$ cat config.mk
export PLATFORM = sky130hd
export DESIGN_NAME = cp0_exc_unit
export DESIGN_NICKNAME = d
export VERILOG_FILES = /design/src/rtl/cp0_exc_unit.sv
export SDC_FILE = /design/constraint.sdc
export NUM_CORES = 1
export LEC_CHECK = 0
export CORE_ASPECT_RATIO = 0.5
export CORE_MARGIN = 3
export CORE_UTILIZATION = 37
export CTS_BUF_LIST = sky130_fd_sc_hd__clkbuf_8 sky130_fd_sc_hd__clkbuf_16
export DETAILED_ROUTE_END_ITERATION = 8
export PLACE_DENSITY_LB_ADDON = 0.1
export SYNTH_ARGS = -nofsm -noshare
export SYNTH_HDL_FRONTEND = slang
export SYNTH_SLANG_ARGS = --single-unit
$ cat constraint.sdc
create_clock -name clk -period 2.5 [get_ports clk]
set_input_delay 0.25 -clock clk [delete_from_list [all_inputs] [get_ports clk]]
set_output_delay 0.25 -clock clk [all_outputs]
set_load 0.03 [all_outputs]
$ cat src/rtl/cp0_exc_unit.sv
// cp0_exc_unit: coprocessor-0 exception/interrupt unit at the M stage.
// It latches EPC/Cause.BD/ExcCode when an exception or interrupt is taken,
// services mtc0/mfc0/eret, and requests flush/redirect to HANDLER.
// Optional feature macro: CP0_BADVADDR_EN adds BadVAddr (reg 8), which loads
// the faulting address on AdEL/AdES.
module cp0_exc_unit #(
    parameter logic [31:0] PRID    = 32'h4D49_5053,
    parameter logic [31:0] HANDLER = 32'h0000_4180
) (
    input  logic        clk,
    input  logic        reset,
    input  logic        valid_m,
    input  logic [31:0] pc_m,
    input  logic        bd_m,
    input  logic [4:0]  exc_code_m,
    input  logic        eret_m,
    input  logic        we,
    input  logic [4:0]  addr,
    input  logic [31:0] din,
    input  logic [5:0]  hw_int,
    input  logic [31:0] badvaddr_m,
    output logic [31:0] dout,
    output logic        int_req,
    output logic [31:0] handler_pc,
    output logic [31:0] epc_out
);

    typedef enum logic [4:0] {
        CP0_BADVADDR = 5'd8,
        CP0_SR       = 5'd12,
        CP0_CAUSE    = 5'd13,
        CP0_EPC      = 5'd14,
        CP0_PRID     = 5'd15
    } cp0_reg_e;

    // Status register fields
    logic [5:0]  r_sr_im;
    logic        r_sr_exl;
    logic        r_sr_ie;
    // Cause register fields
    logic        r_cause_bd;
    logic [5:0]  r_cause_ip;
    logic [4:0]  r_cause_exc;
    // Exception PC
    logic [31:0] r_epc;

    logic        w_irq;
    logic        w_exc;
    logic        w_take;
    logic        w_wr_sr;
    logic        w_wr_epc;
    logic [31:0] w_sr_val;
    logic [31:0] w_cause_val;
    logic [31:0] w_epc_next;

    // Interrupt and exception qualification; EXL masks both.
    assign w_irq  = r_sr_ie & ~r_sr_exl & (|(hw_int & r_sr_im)) & valid_m;
    assign w_exc  = (exc_code_m != 5'd0) & ~r_sr_exl & valid_m;
    assign w_take = (w_irq | w_exc) & ~reset;

    // A taken exception squashes the writing instruction, so its mtc0 is dropped.
    assign w_wr_sr  = we & ~w_take & (addr == CP0_SR);
    assign w_wr_epc = we & ~w_take & (addr == CP0_EPC);

    // Delay-slot victims restart at the branch, one word earlier.
    assign w_epc_next = bd_m ? (pc_m - 32'd4) : pc_m;

    assign w_sr_val    = {16'd0, r_sr_im, 8'd0, r_sr_exl, r_sr_ie};
    assign w_cause_val = {r_cause_bd, 15'd0, r_cause_ip, 3'd0, r_cause_exc, 2'd0};

    assign int_req    = w_take;
    assign handler_pc = HANDLER;
    // Bypass lets an mtc0 EPC directly ahead of eret take effect.
    assign epc_out    = (we && (addr == CP0_EPC)) ? din : r_epc;

`ifdef CP0_BADVADDR_EN
    logic [31:0] r_badvaddr;
    logic        w_load_bva;

    assign w_load_bva = w_take & ~w_irq &
                        ((exc_code_m == 5'd4) | (exc_code_m == 5'd5));

    // BadVAddr captures the faulting address on address-error exceptions only.
    always_ff @(posedge clk) begin
        if (reset) begin
            r_badvaddr <= '0;
        end else if (w_load_bva) begin
            r_badvaddr <= badvaddr_m;
        end
    end
`else
    logic w_unused_badvaddr;
    assign w_unused_badvaddr = ^badvaddr_m;
`endif

    // Status register: exception entry sets EXL, eret clears it, mtc0 writes fields.
    always_ff @(posedge clk) begin
        if (reset) begin
            r_sr_im  <= '0;
            r_sr_exl <= 1'b0;
            r_sr_ie  <= 1'b0;
        end else if (w_take) begin
            r_sr_exl <= 1'b1;
        end else begin
            if (w_wr_sr) begin
                r_sr_im  <= din[15:10];
                r_sr_exl <= din[1];
                r_sr_ie  <= din[0];
            end
            if (eret_m) begin
                r_sr_exl <= 1'b0;
            end
        end
    end

    // Cause register: IP tracks hw_int, BD/ExcCode latched on exception entry.
    always_ff @(posedge clk) begin
        if (reset) begin
            r_cause_bd  <= 1'b0;
            r_cause_ip  <= '0;
            r_cause_exc <= '0;
        end else begin
            r_cause_ip <= hw_int;
            if (w_take) begin
                r_cause_bd  <= bd_m;
                r_cause_exc <= w_irq ? 5'd0 : exc_code_m;
            end
        end
    end

    // EPC: exception entry has priority over an mtc0 write.
    always_ff @(posedge clk) begin
        if (reset) begin
            r_epc <= '0;
        end else if (w_take) begin
            r_epc <= w_epc_next;
        end else if (w_wr_epc) begin
            r_epc <= din;
        end
    end

    // mfc0 read mux; unimplemented registers read zero.
    always_comb begin
        dout = '0;
        case (addr)
`ifdef CP0_BADVADDR_EN
            CP0_BADVADDR: dout = r_badvaddr;
`endif
            CP0_SR:       dout = w_sr_val;
            CP0_CAUSE:    dout = w_cause_val;
            CP0_EPC:      dout = r_epc;
            CP0_PRID:     dout = PRID;
            default:      dout = '0;
        endcase
    end

endmodule

==> results of run 1 <==
-- tightest hold or removal path, cell delays in order (launching register included) --
cell,delay [ns]
dfxtp_1,0.31
nand2_1,0.06
a21oi_1,0.06
-- worst min-delay path by stage --
| stage | slack [ns] | endpoint | cells after the start | start |
|---|---|---|---|---|
| floorplan | 0.38 | r_cause_ip[0] | 1 | hw_int[0] |
| global placement | 0.45 | r_cause_bd | 2 | r_cause_bd |
| detailed placement | 0.46 | r_cause_bd | 2 | r_cause_bd |
| CTS | 0.47 | r_cause_bd | 2 | r_cause_bd |
| global route | 0.54 | r_cause_bd | 2 | r_cause_bd |
| finish | 0.47 | r_cause_bd | 2 | r_cause_bd |
-- synthesized netlist by cell type, types with 3 or more instances --
master	instances
a211oi_1	26
a21oi_1	12
a22oi_1	12
a311oi_1	3
and3_1	12
buf_2	4
buf_4	32
clkbuf_1	22
dfxtp_1	52
inv_1	3
mux2_2	34
mux2i_1	12
nand2_1	18
nand2b_1	3
nand4_1	4
nor2_1	76
nor2b_1	10
nor3_1	14
nor4_1	5
o21ai_0	6
or3_1	4
or4_1	4
xnor2_1	20
xor2_1	6
-- metrics by stage --
| step | TNS [ns] | power, W | setup WS [ns] | utilization |
|---|---|---|---|---|
| after floorplan | 0 | 0.00138 | 0.376 | - |
| after global placement | -1.95 | 0.00169 | -0.123 | 0.577 |
| after detailed placement | -2.17 | 0.00169 | -0.149 | 0.577 |
| after CTS | 0 | 0.00238 | 0.126 | 0.590 |
| after global routing | 0 | 0.00247 | 0.0472 | 0.590 |
| final | 0 | 0.00236 | 0.133 | 0.590 |
-- power groups by stage --
stage	Clock (W)	Sequential (W)	Combinational, W
after floorplan	0	0.000922	0.000453
after global placement	0	0.000931	0.000756
after detailed placement	0	0.000932	0.000758
after CTS	0.000729	0.000913	0.000737
after global routing	0.000764	0.000920	0.000790
final	0.000708	0.000914	0.000734
-- flip-flops by register name (all words and copies together) (netlist names) --
| register | cells |
|---|---|
| r_epc | 32 |
| r_sr_ie | 1 |
| r_cause_ip | 6 |
| r_sr_im | 6 |
| r_cause_exc | 5 |
| r_cause_bd | 1 |
| r_sr_exl | 1 |
-- area by class of cell --
| type | count | area, um^2 | share of cell area |
|---|---|---|---|
| sequential | 52 | 1040 | 0.199 |
| clock inverter | 3 | 22.5 | 0.00431 |
| inverter | 3 | 11.3 | 0.00215 |
| tap | 117 | 146 | 0.0280 |
| clock buffer | 5 | 125 | 0.0239 |
| timing repair buffer | 190 | 1750 | 0.334 |
| multi-input combinational | 336 | 2140 | 0.409 |
-- what timing repair did --
item | 4_1_cts | 5_1_grt
buffers inserted | 0 | 0
resized for setup | 23 | 0
endpoints found under the setup margin | 23 | 0
-- metal layers --
layer | global-route usage | vias to the layer above
met4 | 0.0330 | 0
met5 | 0 | -
met2 | 0.326 | 117
met3 | 0.0469 | 5
met1 | 0.292 | 1565
li1 | - | 1764
-- cells by family (layout without fill, tap and decap cells) --
group,Yosys count,count (layout),share of synthesized area
adders and majority gates,1,1,0.00365
DFF,52,52,0.304
and+or+nand+nor,164,164,0.234
muxes,46,46,0.147
other,2,32,0.00219
xor gates and xnor gates,26,26,0.0664
AOI/OAI and AO/OA,67,67,0.138
buffers and inverters,63,201,0.105
==> impl_metrics.py, run 1 <==
metrics = {
    "worst_setup_path": {
        "crit_cells": 6,
        "max_stage_delay_ns": 0.47,
        "rrSetupSlack_ns": 0.79,
        "critPathBufInv": 3,
        "critPathMaxFanout": 29,
        "r2r_start": "r_sr_im[2]",
        "cpMaxStageDelayCell": "clkdlybuf4s50_1",
        "worstPathArrival_ns": 2.12,
        "endpoint": "epc_out[31]",
        "worstPathCellList": "clkdlybuf4s50_1, and3b_1, and3_1, buf_12, mux2_2, dlygate4sd2_1",
        "crit_type": "in -> out",
        "crit_required_ns": 2.25,
        "crit_path_end_kind": "primary output",
        "timing.rr.end": "r_sr_im[2]",
        "cp-startpoint": "addr[2]",
        "start_kind": "input pin",
        "critPathTopFamily": "buffers and inverters",
        "reg2regPathDepth": 6,
    },
    "routing": {
        "dr.pass1.iters": 4,
        "top_layer": "met4",
        "route.vias.total": 3451,
        "drt_wl_total_mm": 11.0,
        "drcViolationCount": 0,
        "wl_met2_mm": 4.80,
        "vias_per_cell": 4.89,
        "wl_per_cell_um": 15.7,
        "drt_iter0_markers": 213,
        "ant_nets": 0,
        "wl_met3_um": 784,
        "m1WireLength_mm": 5.41,
    },
    "job": {
        "maxCapViolCount": 0,
    },
    "floorplan": {
        "die_width_um": 142,
        "die_y_um": 74.1,
        "dieArea_um2": 10500,
        "start_util": 0.387,
        "fp-row-count": 24,
        "ios": 215,
        "core_area_um2": 8860,
    },
    "sta": {
        "fin_hold_ws_ns": 0.467,
        "relSlewSlack": 0.589,
        "hold_viol_final": 0,
        "fin_crit_sh": 0.947,
        "fin_worst_skew_ns": 0.00678,
        "drv_slew": 0,
        "tightest_slew_ns": 0.615,
        "rsz0062_at_grt": "no",
        "period_minus_slack_ns": 2.37,
        "setup_viol": 0,
        "timing.fmax_ghz": 0.422,
    },
    "grt": {
        "grt_pass1_wl_mm": 17.1,
        "track_usage": 0.205,
        "grt_overflow": 0,
        "antenna_found_initial": 0,
        "grt_pass1_vias": 3287,
        "grt_max_degree": 63,
    },
    "outcome": {
        "outcome": "finished clean",
    },
    "final_layout": {
        "syn2layout_area_growth_pct": 52.6,
        "n_fill_cell": 854,
        "final_common_cell": "clkdlybuf4s50_1",
        "drive_gt1_frac": 0.221,
        "diodes": 0,
        "num-nets-final": 707,
        "instances_no_fill": 706,
        "final_area_um2": 5230,
        "mostFrequentLayoutCells": "clkdlybuf4s50_1, nor2_1, buf_4, dfxtp_1, mux2_2",
    },
    "pwr": {
        "irDropWorstVdd_mv": 0.283,
        "p_sw_w": 0.000764,
        "internal_power_w": 0.00159,
        "power_density_nw_per_um2": 450,
        "switching_share": 0.325,
        "power_frac_comb": 0.311,
        "seqPwrFrac": 0.388,
        "p_leak_nw": 2.23,
        "pwr-share-clk": 0.300,
    },
    "yosys": {
        "ys_seq_area_frac": 0.304,
        "syn_inst": 421,
        "yosysWarningCount": 0,
        "avgSynthCellArea_um2": 8.14,
        "yosys.area.top_type_share": 0.304,
        "synth_area_leader_cell": "dfxtp_1",
        "dominantRegCellSynth": "dfxtp_1",
        "synth-seq-cells": 52,
        "syn-cell-area_um2": 3430,
        "synth_edf_count": 0,
        "async_flop_share": 0,
        "synth_area_leaders": "dfxtp_1, mux2_2, nor2_1",
        "synth_cell_types": 44,
    },
    "clock_tree": {
        "clk_latency_ns": 0.29,
        "cts_hold_buf": 0,
        "cts-root-buf": "clkbuf_16",
        "cts.path.max_buffers": 2,
        "cts_made_buffers": 5,
        "tritoncts": "done",
        "cts_sinks": 52,
        "path_clk_slew_ns": 0.07,
        "cts_max_level": 2,
    },
    "placed_design": {
        "placed_cell_area_um2": 5110,
        "portBuffers": 150,
        "dpl.hpwl_mm": 8.31,
        "gp_congestion": 0.817,
        "place_inst": 698,
    },
    "hold_path": {
        "hp-class": "reg -> reg",
    },
}
No activity file was read; power rests on OpenSTA's default activity.
==> inputs of run 2 (changes only) <==
Settings changed: CELL_PAD_IN_SITES_DETAIL_PLACEMENT set to 1, CELL_PAD_IN_SITES_GLOBAL_PLACEMENT set to 2, CORE_MARGIN 3 to 10, CORE_UTILIZATION 37 to 19.
==> run 2 against run 1 <==
Critical endpoint is now dout[14]; core utilization decreased by 27 points; non-clock buffer count rose by 23; via count up 4.0%; first-iteration DRC count shrank 51%; count of clock-buffer cells in the layout unchanged; design area increased by 7.8%; largest power group unchanged; setup slack worse by 0.018 ns; sequential power about the same.
==> impl_metrics.py, run 2 (same netlist as run 1, synthesis figures left out) <==
metrics = {
    "pwr": {
        "p_leak_nw": 2.35,
        "seqPwrFrac": 0.369,
        "power_frac_comb": 0.322,
        "irDropWorstVdd_mv": 0.227,
        "power_density_nw_per_um2": 440,
        "pwr-share-clk": 0.310,
        "p_sw_w": 0.000851,
        "switching_share": 0.343,
        "internal_power_w": 0.00163,
    },
    "floorplan": {
        "core_area_um2": 17500,
        "start_util": 0.196,
        "fp-row-count": 34,
        "die_y_um": 115,
        "die_width_um": 210,
        "ios": 215,
        "dieArea_um2": 24100,
    },
    "grt": {
        "grt_max_degree": 37,
        "antenna_found_initial": 0,
        "grt_pass1_vias": 3879,
        "grt_pass1_wl_mm": 24.0,
        "track_usage": 0.128,
        "grt_overflow": 0,
    },
    "sta": {
        "hold_viol_final": 0,
        "drv_slew": 0,
        "period_minus_slack_ns": 2.38,
        "fin_hold_ws_ns": 0.284,
        "timing.fmax_ghz": 0.419,
        "rsz0062_at_grt": "no",
        "fin_worst_skew_ns": 0.00637,
        "setup_viol": 0,
        "fin_crit_sh": 0.954,
    },
    "clock_tree": {
        "path_clk_slew_ns": 0.08,
        "cts_made_buffers": 5,
        "cts.path.max_buffers": 2,
        "cts_sinks": 52,
        "cts-root-buf": "clkbuf_16",
        "cts_hold_buf": 0,
        "cts_max_level": 2,
        "clk_latency_ns": 0.30,
        "tritoncts": "done",
    },
    "final_layout": {
        "final_area_um2": 5640,
        "num-nets-final": 730,
        "multi_input_area_um2": 2140,
        "seq_area_um2": 1040,
        "largest-register": "r_epc",
        "drive_gt1_frac": 0.271,
        "n_fill_cell": 2092,
        "instances_no_fill": 846,
        "largest_reg_flops": 32,
        "syn2layout_area_growth_pct": 64.5,
        "final_common_cell": "buf_4",
        "largest_registers": "r_epc x32, r_cause_ip x6, r_sr_im x6",
        "mostFrequentLayoutCells": "buf_4, clkdlybuf4s50_1, nor2_1, dfxtp_1, mux2_2",
        "finalCoreUtilization": 0.322,
        "diodes": 0,
    },
    "worst_setup_path": {
        "crit_path_end_kind": "primary output",
        "worstPathArrival_ns": 2.13,
        "crit_type": "in -> out",
        "cpMaxStageDelayCell": "clkdlybuf4s50_1",
        "start_kind": "input pin",
        "endpoint": "dout[14]",
        "max_stage_delay_ns": 0.60,
        "critPathMaxFanout": 5,
        "crit_required_ns": 2.25,
        "reg2regPathDepth": 6,
        "rrSetupSlack_ns": 0.65,
        "cp-startpoint": "addr[0]",
        "worstPathCellList": "clkdlybuf4s50_1, buf_4, mux2_2, o221a_2, clkdlybuf4s50_1",
        "cpMostUsedCell": "clkdlybuf4s50_1",
        "r2r_start": "r_sr_im[2]",
        "timing.rr.end": "r_epc[31]",
    },
    "job": {
        "maxCapViolCount": 0,
    },
    "routing": {
        "ant_nets": 0,
        "wl_per_cell_um": 18.8,
        "route.vias.total": 3588,
        "vias_per_cell": 4.24,
        "drcViolationCount": 0,
        "dr.pass1.iters": 4,
        "drt_iter0_markers": 105,
        "drt_wl_total_mm": 15.9,
    },
    "placed_design": {
        "placed_cell_area_um2": 5510,
        "place_inst": 838,
        "portBuffers": 150,
        "dpl.hpwl_mm": 12.9,
        "gp_congestion": 0.728,
    },
    "outcome": {
        "outcome": "finished clean",
    },
    "hold_path": {
        "holdPathStages": 2,
        "hp-class": "in -> reg",
    },
}
run 2: cell types whose count changed in the layout (fill, tap and decap cells not counted), sizes merged:
cell / change
dlygate4sd2: -9
clkdlybuf4s50: -2
clkinv: -2
clkinvlp: +1
inv: +1
buf: +34
run 2: final cells by class:
class,count,area share
Sequential cell,52,0.185
Multi-Input combinational cell,336,0.380
Clock inverter,3,0.00444
Timing Repair Buffer,213,0.355
Clock buffer,5,0.0222
Tap cell,234,0.0519
Inverter,3,0.00200
run 2: worst min-delay path by stage:
stage / startpoint / endpoint
after floorplan: hw_int[0] / r_cause_ip[0]
after global placement: r_cause_bd / r_cause_bd
after detailed placement: r_cause_bd / r_cause_bd
after CTS: reset / r_sr_im[5]
after global routing: reset / r_cause_ip[1]
final: reset / r_sr_im[1]
run 2: critical path, delay by kind of cell:
| kind | cells | cell delay (ns) |
|---|---|---|
| muxes | 1 | 0.36 |
| AOI/OAI and AO/OA | 1 | 0.26 |
| buffers and inverters | 3 | 1.27 |
run 2: stage by stage:
stage	worst slack [ns]	setup TNS (ns)	total power (W)
global route	0.0204	0	0.00263
finish	0.115	0	0.00248
global placement	-0.125	-1.46	0.00175
floorplan	0.376	0	0.00138
detailed placement	-0.152	-1.59	0.00176
CTS	0.0971	0	0.00254
run 2: per-layer routing:
metal	share of wire	track usage	vias to the layer above
met4	0.0048	0.0200	0
met2	0.46	0.210	74
li1	-	-	1801
met3	0.040	0.0298	5
met1	0.49	0.170	1708
met5	0	0	-
run 2: power groups by stage:
stage | clock [W] | sequential, W | combinational [W]
floorplan | 0 | 0.000922 | 0.000453
global placement | 0 | 0.000935 | 0.000820
detailed placement | 0 | 0.000935 | 0.000822
CTS | 0.000812 | 0.000916 | 0.000811
global route | 0.000842 | 0.000924 | 0.000864
finish | 0.000769 | 0.000915 | 0.000798
run 2: repair_timing:
item	in CTS	in global routing
resized for setup	14	0
hold endpoints to repair	0	0
setup endpoints to repair	14	0
setup buffers	0	0
